==> src/rtl/i8255_pkg.sv <==
// ---------------------------------------------------------------------------
// i8255_pkg
// Shared definitions for the i8255 bus master: sequencer state encoding,
// 8255 register addresses, the control-word reset value and the width of the
// per-phase timing counter.
// ---------------------------------------------------------------------------
package i8255_pkg;

  // Width of the single phase down-counter; covers timing values 1..15.
  localparam int CNT_W = 4;

  typedef enum logic [2:0] {
    ST_IDLE   = 3'd0,
    ST_SETUP  = 3'd1,
    ST_STROBE = 3'd2,
    ST_HOLD   = 3'd3,
    ST_DONE   = 3'd4
  } state_t;

  localparam logic [1:0] ADDR_PA   = 2'd0;
  localparam logic [1:0] ADDR_PB   = 2'd1;
  localparam logic [1:0] ADDR_PC   = 2'd2;
  localparam logic [1:0] ADDR_CTRL = 2'd3;

  // Control word the 8255 holds after its own reset: mode 0, all ports input.
  localparam logic [7:0] CTRL_RESET_WORD = 8'h9B;

endpackage

==> src/rtl/i8255_bus_master_if.sv <==
// ---------------------------------------------------------------------------
// i8255_bus_master_if
// Groups the two-client request/response channel and the 8255 host-side bus.
//
// Handshake: a client raises req_valid[i] with req_rw/reqN_addr/reqN_wdata
// stable and keeps them stable until the cycle in which req_ready[i] is also
// high; the request transfers on that rising edge (valid & ready). req_ready
// never depends on a request being withdrawn, and a request is never dropped.
// rsp_valid[i] is a one-cycle pulse with no back-pressure; rsp_rdata is valid
// with it and holds until the next read completes.
//
// Modports:
//   master - the bus master block (drives ready/response and the 8255 bus)
//   slave  - the environment (clients and the 8255 side)
// ---------------------------------------------------------------------------
interface i8255_bus_master_if;
  logic [1:0] req_valid;
  logic [1:0] req_ready;
  logic [1:0] req_rw;
  logic [1:0] req0_addr;
  logic [1:0] req1_addr;
  logic [7:0] req0_wdata;
  logic [7:0] req1_wdata;
  logic [1:0] rsp_valid;
  logic [7:0] rsp_rdata;
  logic       cs;
  logic       rd;
  logic       wr;
  logic [1:0] a;
  logic [7:0] d_o;
  logic       d_oe;
  logic [7:0] d_i;

  modport master (
    input  req_valid, req_rw, req0_addr, req1_addr, req0_wdata, req1_wdata, d_i,
    output req_ready, rsp_valid, rsp_rdata, cs, rd, wr, a, d_o, d_oe
  );

  modport slave (
    output req_valid, req_rw, req0_addr, req1_addr, req0_wdata, req1_wdata, d_i,
    input  req_ready, rsp_valid, rsp_rdata, cs, rd, wr, a, d_o, d_oe
  );
endinterface

==> src/rtl/i8255_rr_arb.sv <==
// ---------------------------------------------------------------------------
// i8255_rr_arb
// Two-way round-robin arbiter. The grant is combinational from req_i and the
// pointer; the pointer moves on an edge where adv_i is high so that the
// client not granted last wins the next tie. After reset client 0 wins.
//
// Ports:
//   clk, rst_n  clock, asynchronous active-low reset
//   req_i[1:0]  request per client
//   adv_i       a grant was consumed this cycle; update the pointer
//   gnt_o[1:0]  one-hot grant (zero when no request)
//   ptr_o       client favoured on a tie
// ---------------------------------------------------------------------------
module i8255_rr_arb (
  input  logic       clk,
  input  logic       rst_n,
  input  logic [1:0] req_i,
  input  logic       adv_i,
  output logic [1:0] gnt_o,
  output logic       ptr_o
);

  logic ptr_q;
  logic ptr_d;

  always_comb begin
    gnt_o = 2'b00;
    if (req_i == 2'b11) begin
      gnt_o = ptr_q ? 2'b10 : 2'b01;
    end else begin
      gnt_o = req_i;
    end
  end

  // After granting client 0 favour client 1, and vice versa.
  always_comb begin
    ptr_d = ptr_q;
    if (adv_i && (|gnt_o)) begin
      ptr_d = gnt_o[0];
    end
  end

  always_ff @(posedge clk or negedge rst_n) begin
    if (!rst_n) begin
      ptr_q <= 1'b0;
    end else begin
      ptr_q <= ptr_d;
    end
  end

  assign ptr_o = ptr_q;

endmodule

==> src/rtl/i8255_bus_master.sv <==
// ---------------------------------------------------------------------------
// i8255_bus_master
// Arbitrates between two internal clients and runs one 8255 bus cycle per
// accepted transaction: SETUP (a/d driven) -> STROBE (cs + rd|wr) -> HOLD
// (a/d held) -> DONE (response pulse). The DONE cycle falls
// SETUP_CYC+STROBE_CYC+HOLD_CYC+1 cycles after the accept edge. All bus
// outputs are registered.
//
// Parameters: SETUP_CYC, STROBE_CYC, HOLD_CYC (1..15 each).
//
// Ports:
//   clk          system clock, rising edge
//   reset        asynchronous active-low reset
//   bus          i8255_bus_master_if.master (client channel + 8255 bus)
//   dbg_state_o  current sequencer state
//   dbg_rr_ptr_o round-robin pointer (client favoured on a tie)
//
// Build option: define I8255_CTRL_SHADOW_EN to keep a shadow of the last
// mode-set control word; reads of the control register are then answered
// from the shadow without a bus cycle. Without it, no shadow exists and
// control reads run a normal bus cycle.
// ---------------------------------------------------------------------------
module i8255_bus_master
  import i8255_pkg::*;
#(
  parameter int unsigned SETUP_CYC  = 1,
  parameter int unsigned STROBE_CYC = 1,
  parameter int unsigned HOLD_CYC   = 1
) (
  input  logic                clk,
  input  logic                reset,
  i8255_bus_master_if.master  bus,
  output state_t              dbg_state_o,
  output logic                dbg_rr_ptr_o
);

  // Counter reload values: each phase lasts (load + 1) cycles.
  localparam logic [CNT_W-1:0] SETUP_LD  = CNT_W'(SETUP_CYC - 1);
  localparam logic [CNT_W-1:0] STROBE_LD = CNT_W'(STROBE_CYC - 1);
  localparam logic [CNT_W-1:0] HOLD_LD   = CNT_W'(HOLD_CYC - 1);

  state_t           state_q;
  logic [CNT_W-1:0] cnt_q;
  logic             id_q;
  logic             rw_q;
  logic             cs_q, rd_q, wr_q, d_oe_q;
  logic [1:0]       a_q;
  logic [7:0]       d_o_q;
  logic [1:0]       rsp_valid_q;
  logic [7:0]       rsp_rdata_q;

  logic [1:0] gnt;
  logic       idle;
  logic       accept;
  logic       gnt_id;
  logic       sel_rw;
  logic [1:0] sel_addr;
  logic [7:0] sel_wdata;
  logic       shadow_rd;
  logic [7:0] shadow_val;

  i8255_rr_arb u_arb (
    .clk   (clk),
    .rst_n (reset),
    .req_i (bus.req_valid),
    .adv_i (accept),
    .gnt_o (gnt),
    .ptr_o (dbg_rr_ptr_o)
  );

  // Ready is only offered out of IDLE and never while reset is held.
  assign idle          = (state_q == ST_IDLE) && reset;
  assign bus.req_ready = idle ? gnt : 2'b00;
  assign accept        = idle && (|gnt);

  assign gnt_id    = gnt[1];
  assign sel_rw    = gnt_id ? bus.req_rw[1]  : bus.req_rw[0];
  assign sel_addr  = gnt_id ? bus.req1_addr  : bus.req0_addr;
  assign sel_wdata = gnt_id ? bus.req1_wdata : bus.req0_wdata;

`ifdef I8255_CTRL_SHADOW_EN
  logic [7:0] shadow_q;

  // Only mode-set words (bit 7 = 1) change the port configuration; bit
  // set/reset words leave the shadow alone.
  always_ff @(posedge clk or negedge reset) begin
    if (!reset) begin
      shadow_q <= CTRL_RESET_WORD;
    end else if (accept && !sel_rw && (sel_addr == ADDR_CTRL) && sel_wdata[7]) begin
      shadow_q <= sel_wdata;
    end
  end

  assign shadow_rd  = sel_rw && (sel_addr == ADDR_CTRL);
  assign shadow_val = shadow_q;
`else
  assign shadow_rd  = 1'b0;
  assign shadow_val = 8'h00;
`endif

  always_ff @(posedge clk or negedge reset) begin
    if (!reset) begin
      state_q     <= ST_IDLE;
      cnt_q       <= '0;
      id_q        <= 1'b0;
      rw_q        <= 1'b0;
      cs_q        <= 1'b0;
      rd_q        <= 1'b0;
      wr_q        <= 1'b0;
      d_oe_q      <= 1'b0;
      a_q         <= '0;
      d_o_q       <= '0;
      rsp_valid_q <= '0;
      rsp_rdata_q <= '0;
    end else begin
      rsp_valid_q <= '0;
      unique case (state_q)
        ST_IDLE: begin
          if (accept) begin
            id_q <= gnt_id;
            rw_q <= sel_rw;
            if (shadow_rd) begin
              // Control read served locally: straight to the response.
              state_q     <= ST_DONE;
              rsp_valid_q <= {gnt_id, ~gnt_id};
              rsp_rdata_q <= shadow_val;
              d_oe_q      <= 1'b0;
            end else begin
              state_q <= ST_SETUP;
              cnt_q   <= SETUP_LD;
              a_q     <= sel_addr;
              d_oe_q  <= ~sel_rw;
              if (!sel_rw) begin
                d_o_q <= sel_wdata;
              end
            end
          end
        end
        ST_SETUP: begin
          if (cnt_q == '0) begin
            state_q <= ST_STROBE;
            cnt_q   <= STROBE_LD;
            cs_q    <= 1'b1;
            rd_q    <= rw_q;
            wr_q    <= ~rw_q;
          end else begin
            cnt_q <= cnt_q - 1'b1;
          end
        end
        ST_STROBE: begin
          if (cnt_q == '0) begin
            state_q <= ST_HOLD;
            cnt_q   <= HOLD_LD;
            cs_q    <= 1'b0;
            rd_q    <= 1'b0;
            wr_q    <= 1'b0;
            // Last strobe edge: the 8255 data has had the full strobe width.
            if (rw_q) begin
              rsp_rdata_q <= bus.d_i;
            end
          end else begin
            cnt_q <= cnt_q - 1'b1;
          end
        end
        ST_HOLD: begin
          if (cnt_q == '0) begin
            state_q     <= ST_DONE;
            rsp_valid_q <= {id_q, ~id_q};
            d_oe_q      <= 1'b0;
          end else begin
            cnt_q <= cnt_q - 1'b1;
          end
        end
        ST_DONE: begin
          state_q <= ST_IDLE;
        end
        default: begin
          state_q <= ST_IDLE;
        end
      endcase
    end
  end

  assign bus.cs        = cs_q;
  assign bus.rd        = rd_q;
  assign bus.wr        = wr_q;
  assign bus.a         = a_q;
  assign bus.d_o       = d_o_q;
  assign bus.d_oe      = d_oe_q;
  assign bus.rsp_valid = rsp_valid_q;
  assign bus.rsp_rdata = rsp_rdata_q;
  assign dbg_state_o   = state_q;

endmodule

==> src/flat_wrapper.sv <==
// flat-port wrapper written by rule: the top's interface ports become plain ports
module i8255_bus_master_flat import i8255_pkg::*;
#(
  parameter int unsigned SETUP_CYC  = 1,
  parameter int unsigned STROBE_CYC = 1,
  parameter int unsigned HOLD_CYC   = 1
)
  (clk, reset, dbg_state_o, dbg_rr_ptr_o, bus_req_valid, bus_req_rw, bus_req0_addr, bus_req1_addr, bus_req0_wdata, bus_req1_wdata, bus_d_i, bus_req_ready, bus_rsp_valid, bus_rsp_rdata, bus_cs, bus_rd, bus_wr, bus_a, bus_d_o, bus_d_oe);
  i8255_bus_master_if bus_i ();
  input  logic clk;
  input  logic reset;
  output state_t dbg_state_o;
  output logic dbg_rr_ptr_o;
  input wire logic [$bits(bus_i.req_valid)-1:0] bus_req_valid;
  input wire logic [$bits(bus_i.req_rw)-1:0] bus_req_rw;
  input wire logic [$bits(bus_i.req0_addr)-1:0] bus_req0_addr;
  input wire logic [$bits(bus_i.req1_addr)-1:0] bus_req1_addr;
  input wire logic [$bits(bus_i.req0_wdata)-1:0] bus_req0_wdata;
  input wire logic [$bits(bus_i.req1_wdata)-1:0] bus_req1_wdata;
  input wire logic [$bits(bus_i.d_i)-1:0] bus_d_i;
  output wire logic [$bits(bus_i.req_ready)-1:0] bus_req_ready;
  output wire logic [$bits(bus_i.rsp_valid)-1:0] bus_rsp_valid;
  output wire logic [$bits(bus_i.rsp_rdata)-1:0] bus_rsp_rdata;
  output wire logic [$bits(bus_i.cs)-1:0] bus_cs;
  output wire logic [$bits(bus_i.rd)-1:0] bus_rd;
  output wire logic [$bits(bus_i.wr)-1:0] bus_wr;
  output wire logic [$bits(bus_i.a)-1:0] bus_a;
  output wire logic [$bits(bus_i.d_o)-1:0] bus_d_o;
  output wire logic [$bits(bus_i.d_oe)-1:0] bus_d_oe;
  assign bus_i.req_valid = bus_req_valid;
  assign bus_i.req_rw = bus_req_rw;
  assign bus_i.req0_addr = bus_req0_addr;
  assign bus_i.req1_addr = bus_req1_addr;
  assign bus_i.req0_wdata = bus_req0_wdata;
  assign bus_i.req1_wdata = bus_req1_wdata;
  assign bus_i.d_i = bus_d_i;
  assign bus_req_ready = bus_i.req_ready;
  assign bus_rsp_valid = bus_i.rsp_valid;
  assign bus_rsp_rdata = bus_i.rsp_rdata;
  assign bus_cs = bus_i.cs;
  assign bus_rd = bus_i.rd;
  assign bus_wr = bus_i.wr;
  assign bus_a = bus_i.a;
  assign bus_d_o = bus_i.d_o;
  assign bus_d_oe = bus_i.d_oe;
  i8255_bus_master #(.SETUP_CYC(SETUP_CYC), .STROBE_CYC(STROBE_CYC), .HOLD_CYC(HOLD_CYC)) u_core (.clk(clk), .reset(reset), .bus(bus_i), .dbg_state_o(dbg_state_o), .dbg_rr_ptr_o(dbg_rr_ptr_o));
endmodule
==> config.mk <==
export PLATFORM = sky130hd
export DESIGN_NAME = i8255_bus_master_flat
export DESIGN_NICKNAME = d
export VERILOG_FILES = /design/src/rtl/i8255_pkg.sv /design/src/rtl/i8255_bus_master_if.sv /design/src/rtl/i8255_rr_arb.sv /design/src/rtl/i8255_bus_master.sv /design/src/flat_wrapper.sv
export SDC_FILE = /design/constraint.sdc
export NUM_CORES = 1
export LEC_CHECK = 0
export CAP_MARGIN = 25
export CORE_MARGIN = 2
export CORE_UTILIZATION = 40
export CTS_BUF_LIST = sky130_fd_sc_hd__clkbuf_2 sky130_fd_sc_hd__clkbuf_4 sky130_fd_sc_hd__clkbuf_8
export CTS_CLUSTER_DIAMETER = 100
export DETAILED_ROUTE_END_ITERATION = 8
export GPL_ROUTABILITY_DRIVEN = 1
export PLACE_DENSITY = 0.78
export SLEW_MARGIN = 25
export SYNTH_ARGS = -nofsm -noshare
export SYNTH_HDL_FRONTEND = slang
export SYNTH_HIERARCHICAL = 1
export SYNTH_SLANG_ARGS = --single-unit
==> constraint.sdc <==
create_clock -name clk -period 1.6 [get_ports clk]
set_input_delay 0.32 -clock clk [delete_from_list [all_inputs] [get_ports clk]]
set_output_delay 0.32 -clock clk [all_outputs]
set_load 0.02 [all_outputs]
* Word-level counts from Yosys, hierarchy flattened
Cells that the tools add are included. W data, S select, Z words.
Word-level totals: register bits 34, input port bits 34, output and inout bits 30, word-level logic and storage cells 69
Operators by class: add/sub/neg operators 1, equality and inequality tests 9, mux-type cells 26, bitwise operators 3, reductions and logical operators 17
Operator list (count):
- $reduce_and A3 Y1 | 5
- $mux W2 | 6
- $mux W3 | 4
- $mux W4 | 3
- $pmux W3 S4 | 1
- $pmux W4 S3 | 1
- $mux W8 | 1
- $pmux W1 S2 | 4
- $eq A3 B2 Y1 const B | 2
- $mux W1 | 6
- $ne A2 B1 Y1 const B | 3
- $logic_not A4 Y1 | 1
- $ne A2 B2 Y1 const B | 2
- $reduce_and A4 Y1 | 1
- $reduce_bool A2 Y1 | 2
- $reduce_or A2 Y1 | 2
- $sub A4 B1 Y4 const B | 1
- $eq A3 B1 Y1 const B | 1
- $logic_and A1 B1 Y1 | 3
- $logic_not A3 Y1 | 1
- $not A1 Y1 | 3
- $reduce_bool A3 Y1 | 1
- $eq A2 B2 Y1 const B | 1
- $reduce_and A2 Y1 | 1

* Longest topological paths before layout
depth in word-level cells 6, mapped depth 8, depth with buffers taken out 6

* Hierarchy
Netlist, hierarchy kept.
By module, submodules not included:
- i8255_bus_master | times used 1, cells each 134, area each 1552.7 µm², seq. area each 825.8 µm²
- i8255_rr_arb | times used 1, cells each 6, area each 55.1 µm², seq. area each 25.0 µm²

* Worst setup path before layout
No wires, ideal clock.
path type flip-flop to flip-flop, from register u_core.u_arb.ptr_q, in the netlist u_core/u_arb/ptr_o, to register u_core.d_o_q[0], in the netlist u_core/bus.d_o[0], setup time 130 ps, data arrival time 1544 ps, required time 1470 ps, setup slack -74 ps, cell stages (with the launch flop) 9, path buffers 2, period minus slack after synthesis 1674 ps, cells stage by stage dfrtp_1 inv_1 a21boi_1 buf_2 mux2i_1 o211ai_4 buf_2 nand2_1 o21ai_1
On the way: word-level cells in the longest chain between the ends 5, elaborated cells between the ends (all ways) 8
RTL lines:
- from (decl) | RTL line i8255_rr_arb.sv:23 | logic ptr_q;
- from (signal assigned) | RTL line i8255_rr_arb.sv:47 | ptr_q <= ptr_d;
- $mux W2 * | RTL line i8255_rr_arb.sv:29 | gnt_o = ptr_q ? 2'b10 : 2'b01;
- $mux W2 * | RTL line i8255_rr_arb.sv:28 | if (req_i == 2'b11) begin
- net u_core.gnt[1] | RTL line i8255_bus_master.sv:52 | logic [1:0] gnt;
- $reduce_or A2 Y1 / $mux W1 (equally long branches) | RTL line i8255_bus_master.sv:74, i8255_bus_master.sv:77
- $logic_and A1 B1 Y1 / $not A1 Y1 (equally long branches)
- $reduce_and A3 Y1 (no line)
- to (signal assigned) | RTL line i8255_bus_master.sv:134 | d_o_q <= sel_wdata;
- to (decl) | RTL line i8255_bus_master.sv:48 | logic [7:0] d_o_q;
Mark *: on every way through the listed nets, which the timed path passes. The rest lies on a longest branch. A chain may end at the register's enable or synchronous reset.

* Worst setup path in the final report
from register u_core.state_q[2], in the netlist u_core/dbg_state_o[2], to output port bus_req_ready[0]
On the way: word-level cells in the longest chain between the ends 3
RTL lines:
- from (decl) | RTL line i8255_bus_master.sv:42 | state_t state_q;
- from (signal assigned) | RTL line i8255_bus_master.sv:103 | state_q <= ST_IDLE;
- from (signal assigned) | RTL line i8255_bus_master.sv:124 | state_q <= ST_DONE;
- from (signal assigned) | RTL line i8255_bus_master.sv:129 | state_q <= ST_SETUP;
- $logic_not A3 Y1 | RTL line i8255_bus_master.sv:72 | assign idle = (state_q == ST_IDLE) && reset;
- $logic_and A1 B1 Y1 | RTL line i8255_bus_master.sv:72
- $mux W2 | RTL line i8255_bus_master.sv:73 | assign bus.req_ready = idle ? gnt : 2'b00;
- to (decl) | RTL line flat_wrapper.sv:21 | output wire logic [$bits(bus_i.req_ready)-1:0] bus_req_ready;
Every way passes these cells.

==> run_results.csv <==
group,metric,value,unit
routing,postRouteAntennaNets,0,
worst_setup_path,timing.critical_path.required,1.28,ns
clock_network,clk_transition_reported_paths,0.07,ns
power,static-leakage-power,1.390,nW
logic_synthesis,synth-adder-area-share,0.007782,
run,maxcap_viol_count,0,
timing,timing.fmax,587.7,MHz
floorplan,core-area,0.003943,mm²
timing,finClkSkew,0.008326,ns
floorplan,fp-row-count,23,
hold_path,worst_hold_path_type,"input port to asynchronous set/reset pin",
logic_synthesis,syn-instance-count,140,
logic_synthesis,synthesis.nets,175,
floorplan,die-area,0.004543,mm²
global_routing,final_global_route_overflow_total,0,
worst_setup_path,worstPathMaxFanout,3,
logic_synthesis,synth_xor_xnor_area_share,0.005447,
worst_setup_path,crit-reg2reg-launch,"u_core/cnt_q[1]",
timing,timing.final.crit_period,1.701,ns
global_routing,grt_first_pass_wirelength,6223,µm
worst_setup_path,arrival,1.38,ns
routing,wl_met1,1614,µm
timing,worst_pin_slew,0.4366,ns
clock_network,cts-buffers-inserted,5,
logic_synthesis,count_of_flip_flops_with_a_built_in_enable_after_synthesis,0,
final_layout,post_route_cells_drive_above_1_share,0.2936,
final_layout,finalInstanceArea,0.002744,mm²
global_routing,grt_antenna_before_repair,0,
timing,worst_setup_slack_final,-0.1014,ns
clock_network,cts_tree,"yes",
logic_synthesis,synthesis.yosys.warnings,6,
power,internal_portion_of_total_power,3.064,mW
logic_synthesis,synth.distinct_cells,36,
timing,finalSetupViolations,2,
final_layout,final_common_cell,"sky130_fd_sc_hd__clkdlybuf4s50_1",
clock_network,htreeDepth,2,
run_status,failed_checks,"setup timing",
worst_setup_path,worstRegToRegCells,6,
routing,wl_met3,275,µm
global_routing,grt_pass1_vias,1313,
routing,first_iter_violations,45,
global_routing,overall_routing_resource_usage,0.1921,
global_routing,grt_max_degree,36,
power,switching_share,0.3907,
floorplan,die_height,67.40,µm
routing,routed_wl,4084,µm
clock_network,cts-root-to-sink-buffers,2,
power,part_of_the_power_in_the_clock_network,0.129,
power,comb_power_share,0.567,
logic_synthesis,combinational_family_with_the_most_area_after_synthesis,"simple AND/OR/NAND/NOR gates",
final_layout,most-common-layout-cells,"36 x sky130_fd_sc_hd__clkdlybuf4s50_1, 33 x sky130_fd_sc_hd__dfrtp_1, 23 x sky130_fd_sc_hd__buf_4",
routing,wire_per_inst,14.33,µm
timing,slew_headroom,0.7089,
worst_setup_path,worst_r2r_endpoint,"u_core/bus.rsp_rdata[2]",
timing,final_report_max_slew_violation_count,0,
logic_synthesis,post_synth_mux_area_share,0.1307,
power,net-switching-power,1.965,mW
routing,drt_first_pass_iters,4,
place,placed_area,0.002381,mm²
worst_setup_path,worst_setup_path_start_kind,"register",
logic_synthesis,synthesis.area_per_instance,11.48,µm²
power,seq_power_share,0.304,
clock_network,root_buffer,"sky130_fd_sc_hd__clkbuf_8",
place,final_estimated_routing_congestion_in_global_placement,0.7381,
clock_network,clock-sinks,34,
timing,grt_setup_unrepaired,"true",
logic_synthesis,post_synthesis_compound_gate_area_fraction,0.1409,
logic_synthesis,sequential_area_share_after_synthesis,0.5292,
power,power.density_cell_area,1833,mW/mm²
timing,final_min_period_over_clock_period,1.063,
final_layout,flow.area_growth_from_synthesis,70.66,%
final_layout,antenna_cells,0,
logic_synthesis,dominantRegCellSynth,"sky130_fd_sc_hd__dfrtp_1",
routing,drt_drc_violations_left,0,
final_layout,filler_cell_count,282,
routing,met2RoutedLength,2107,µm
floorplan,die_w,67.40,µm
run_status,outcome,"finished with violations",
worst_setup_path,path_class,"register to output pin",
logic_synthesis,yosys_reg_bits,34,
routing,vias_per_cell,5.007,
clock_network,insertion_delay,0.29,ns
logic_synthesis,synth-async-reset-ratio,1.000,
final_layout,nets,269,
place,numPortBuffers,63,
logic_synthesis,synth_simple_gate_area_share,0.1463,
timing,setup_total_negative_slack,-0.2012,ns
timing,finalHoldViolations,0,
worst_setup_path,worstSetupEndpointType,"output pin",
worst_setup_path,ff2ff_setup_slack,0,ns
routing,routed.top_layer,"met4",
floorplan,initial_core_utilization,0.4078,
routing,routed-via-count,1427,
logic_synthesis,synth.cell_area,0.001608,mm²
place,detailedPlacementHpwl,2644,µm
floorplan,io_pins,64,
power,vdd_drop_max,0.0009676,V
[kinds of logic (layout without fill, tap and decap cells)]
| family | after synthesis | in the layout |
|---|---|---|
| compound gates | 35 | 38 |
| xor+xnor | 1 | 1 |
| fa+ha+maj | 1 | 1 |
| mux | 20 | 20 |
| simple gates | 37 | 37 |
| buf+inv | 12 | 104 |
| flops | 34 | 34 |
[layout make-up]
cell class / count / area, µm² / share of cell area
clock buffer: 6 / 82.58 / 0.03010
clock inverter: 2 / 12.51 / 0.004560
inverter: 6 / 22.52 / 0.008208
multi-input combinational: 97 / 817.0 / 0.2978
sequential: 34 / 852.1 / 0.3105
tap: 50 / 62.56 / 0.02280
timing repair buffer: 90 / 894.6 / 0.3260
[per-stage QoR]
| step | hold slack, ns | std cells | utilization | setup WS [ns] | total power, mW |
|---|---|---|---|---|---|
| 4_1_cts | 0.2297 | 276 | 0.6550 | -0.1127 | 4.913 |
| 6_report | 0.2186 | 285 | 0.6960 | -0.1014 | 5.028 |
| 3_3_place_gp | 0.4272 | 262 | 0.6039 | -0.5858 | 4.036 |
| 5_1_grt | 0.2652 | 285 | 0.6960 | -0.1947 | 5.363 |
| 3_5_place_dp | 0.4428 | 262 | 0.6039 | -0.5913 | 4.087 |
| 2_1_floorplan | 0.02441 | 140 | - | 0.008978 | 2.965 |
[layer usage]
metal | GRT usage | vias to the layer above
li1 | - | 688
met2 | 0.3069 | 48
met1 | 0.2322 | 683
met5 | 0 | -
met3 | 0.07167 | 8
met4 | 0.08418 | 0
[state kept, by name (all words and copies together) (netlist names)]
register / cells
u_core/id_q: 1
u_core/cnt_q: 4
u_core/bus.a: 2
u_core/bus.d_oe: 1
u_core/rw_q: 1
u_core/bus.cs: 1
u_core/bus.rsp_rdata: 8
u_core/bus.wr: 1
u_core/bus.rsp_valid: 2
u_core/bus.d_o: 8
u_core/u_arb/ptr_o: 1
u_core/bus.rd: 1
u_core/dbg_state_o: 3
[what timing repair did]
item | in CTS | in global routing
hold endpoints to repair | 0 | 0
endpoints found under the setup margin | 31 | 43
setup buffers | 4 | 8
pin swaps | 8 | 6
hold buffers | 0 | 0
gates resized for setup | 37 | 27
gates cloned | 2 | 1
[power by group through the flow]
stage	registers (mW)	logic (mW)	clock network, mW
6_report	1.53	2.85	0.650
4_1_cts	1.53	2.71	0.669
3_5_place_dp	1.53	2.56	0
5_1_grt	1.58	3.07	0.711
2_1_floorplan	1.90	1.06	0
3_3_place_gp	1.51	2.52	0
[synthesized netlist by cell type, types with 2 or more instances]
cell type                  n  area (µm²)
sky130_fd_sc_hd__a21o_1    2       15.01
sky130_fd_sc_hd__o21ai_0   9       45.04
sky130_fd_sc_hd__nand2_1  16       60.06
sky130_fd_sc_hd__nor2_1    5       18.77
sky130_fd_sc_hd__and2_1    2       12.51
sky130_fd_sc_hd__nor3_1    3       15.01
sky130_fd_sc_hd__dfrtp_1  34       850.8
sky130_fd_sc_hd__nor4b_4   2       47.55
sky130_fd_sc_hd__a21oi_1   4       20.02
sky130_fd_sc_hd__o31ai_1   2       15.01
sky130_fd_sc_hd__buf_2     3       15.01
sky130_fd_sc_hd__inv_1     6       22.52
sky130_fd_sc_hd__mux2_2    8       90.09
sky130_fd_sc_hd__o21ai_1   8       40.04
sky130_fd_sc_hd__buf_4     2       15.01
sky130_fd_sc_hd__mux2i_1  12       120.1
sky130_fd_sc_hd__a22o_1    3       26.28
[worst max-delay path by stage]
| stage | start | end | slack, ns | cells after the start |
|---|---|---|---|---|
| after floorplan | u_core/u_arb/ptr_o | u_core/bus.d_o[0] | 0.009 | 8 |
| after global placement | reset | bus_req_ready[1] | -0.59 | 4 |
| after detailed placement | reset | bus_req_ready[1] | -0.59 | 4 |
| after CTS | u_core/dbg_state_o[0] | bus_req_ready[1] | -0.11 | 3 |
| after global routing | u_core/dbg_state_o[2] | bus_req_ready[0] | -0.19 | 4 |
| final | u_core/dbg_state_o[2] | bus_req_ready[0] | -0.10 | 4 |
[critical path, cell delays in order, from the launching register on]
cell	delay [ns]
sky130_fd_sc_hd__dfrtp_1	0.41
sky130_fd_sc_hd__nor4b_4	0.37
sky130_fd_sc_hd__nand2_1	0.12
sky130_fd_sc_hd__inv_1	0.08
sky130_fd_sc_hd__buf_6	0.11
(Power assumes the default switching activity.)
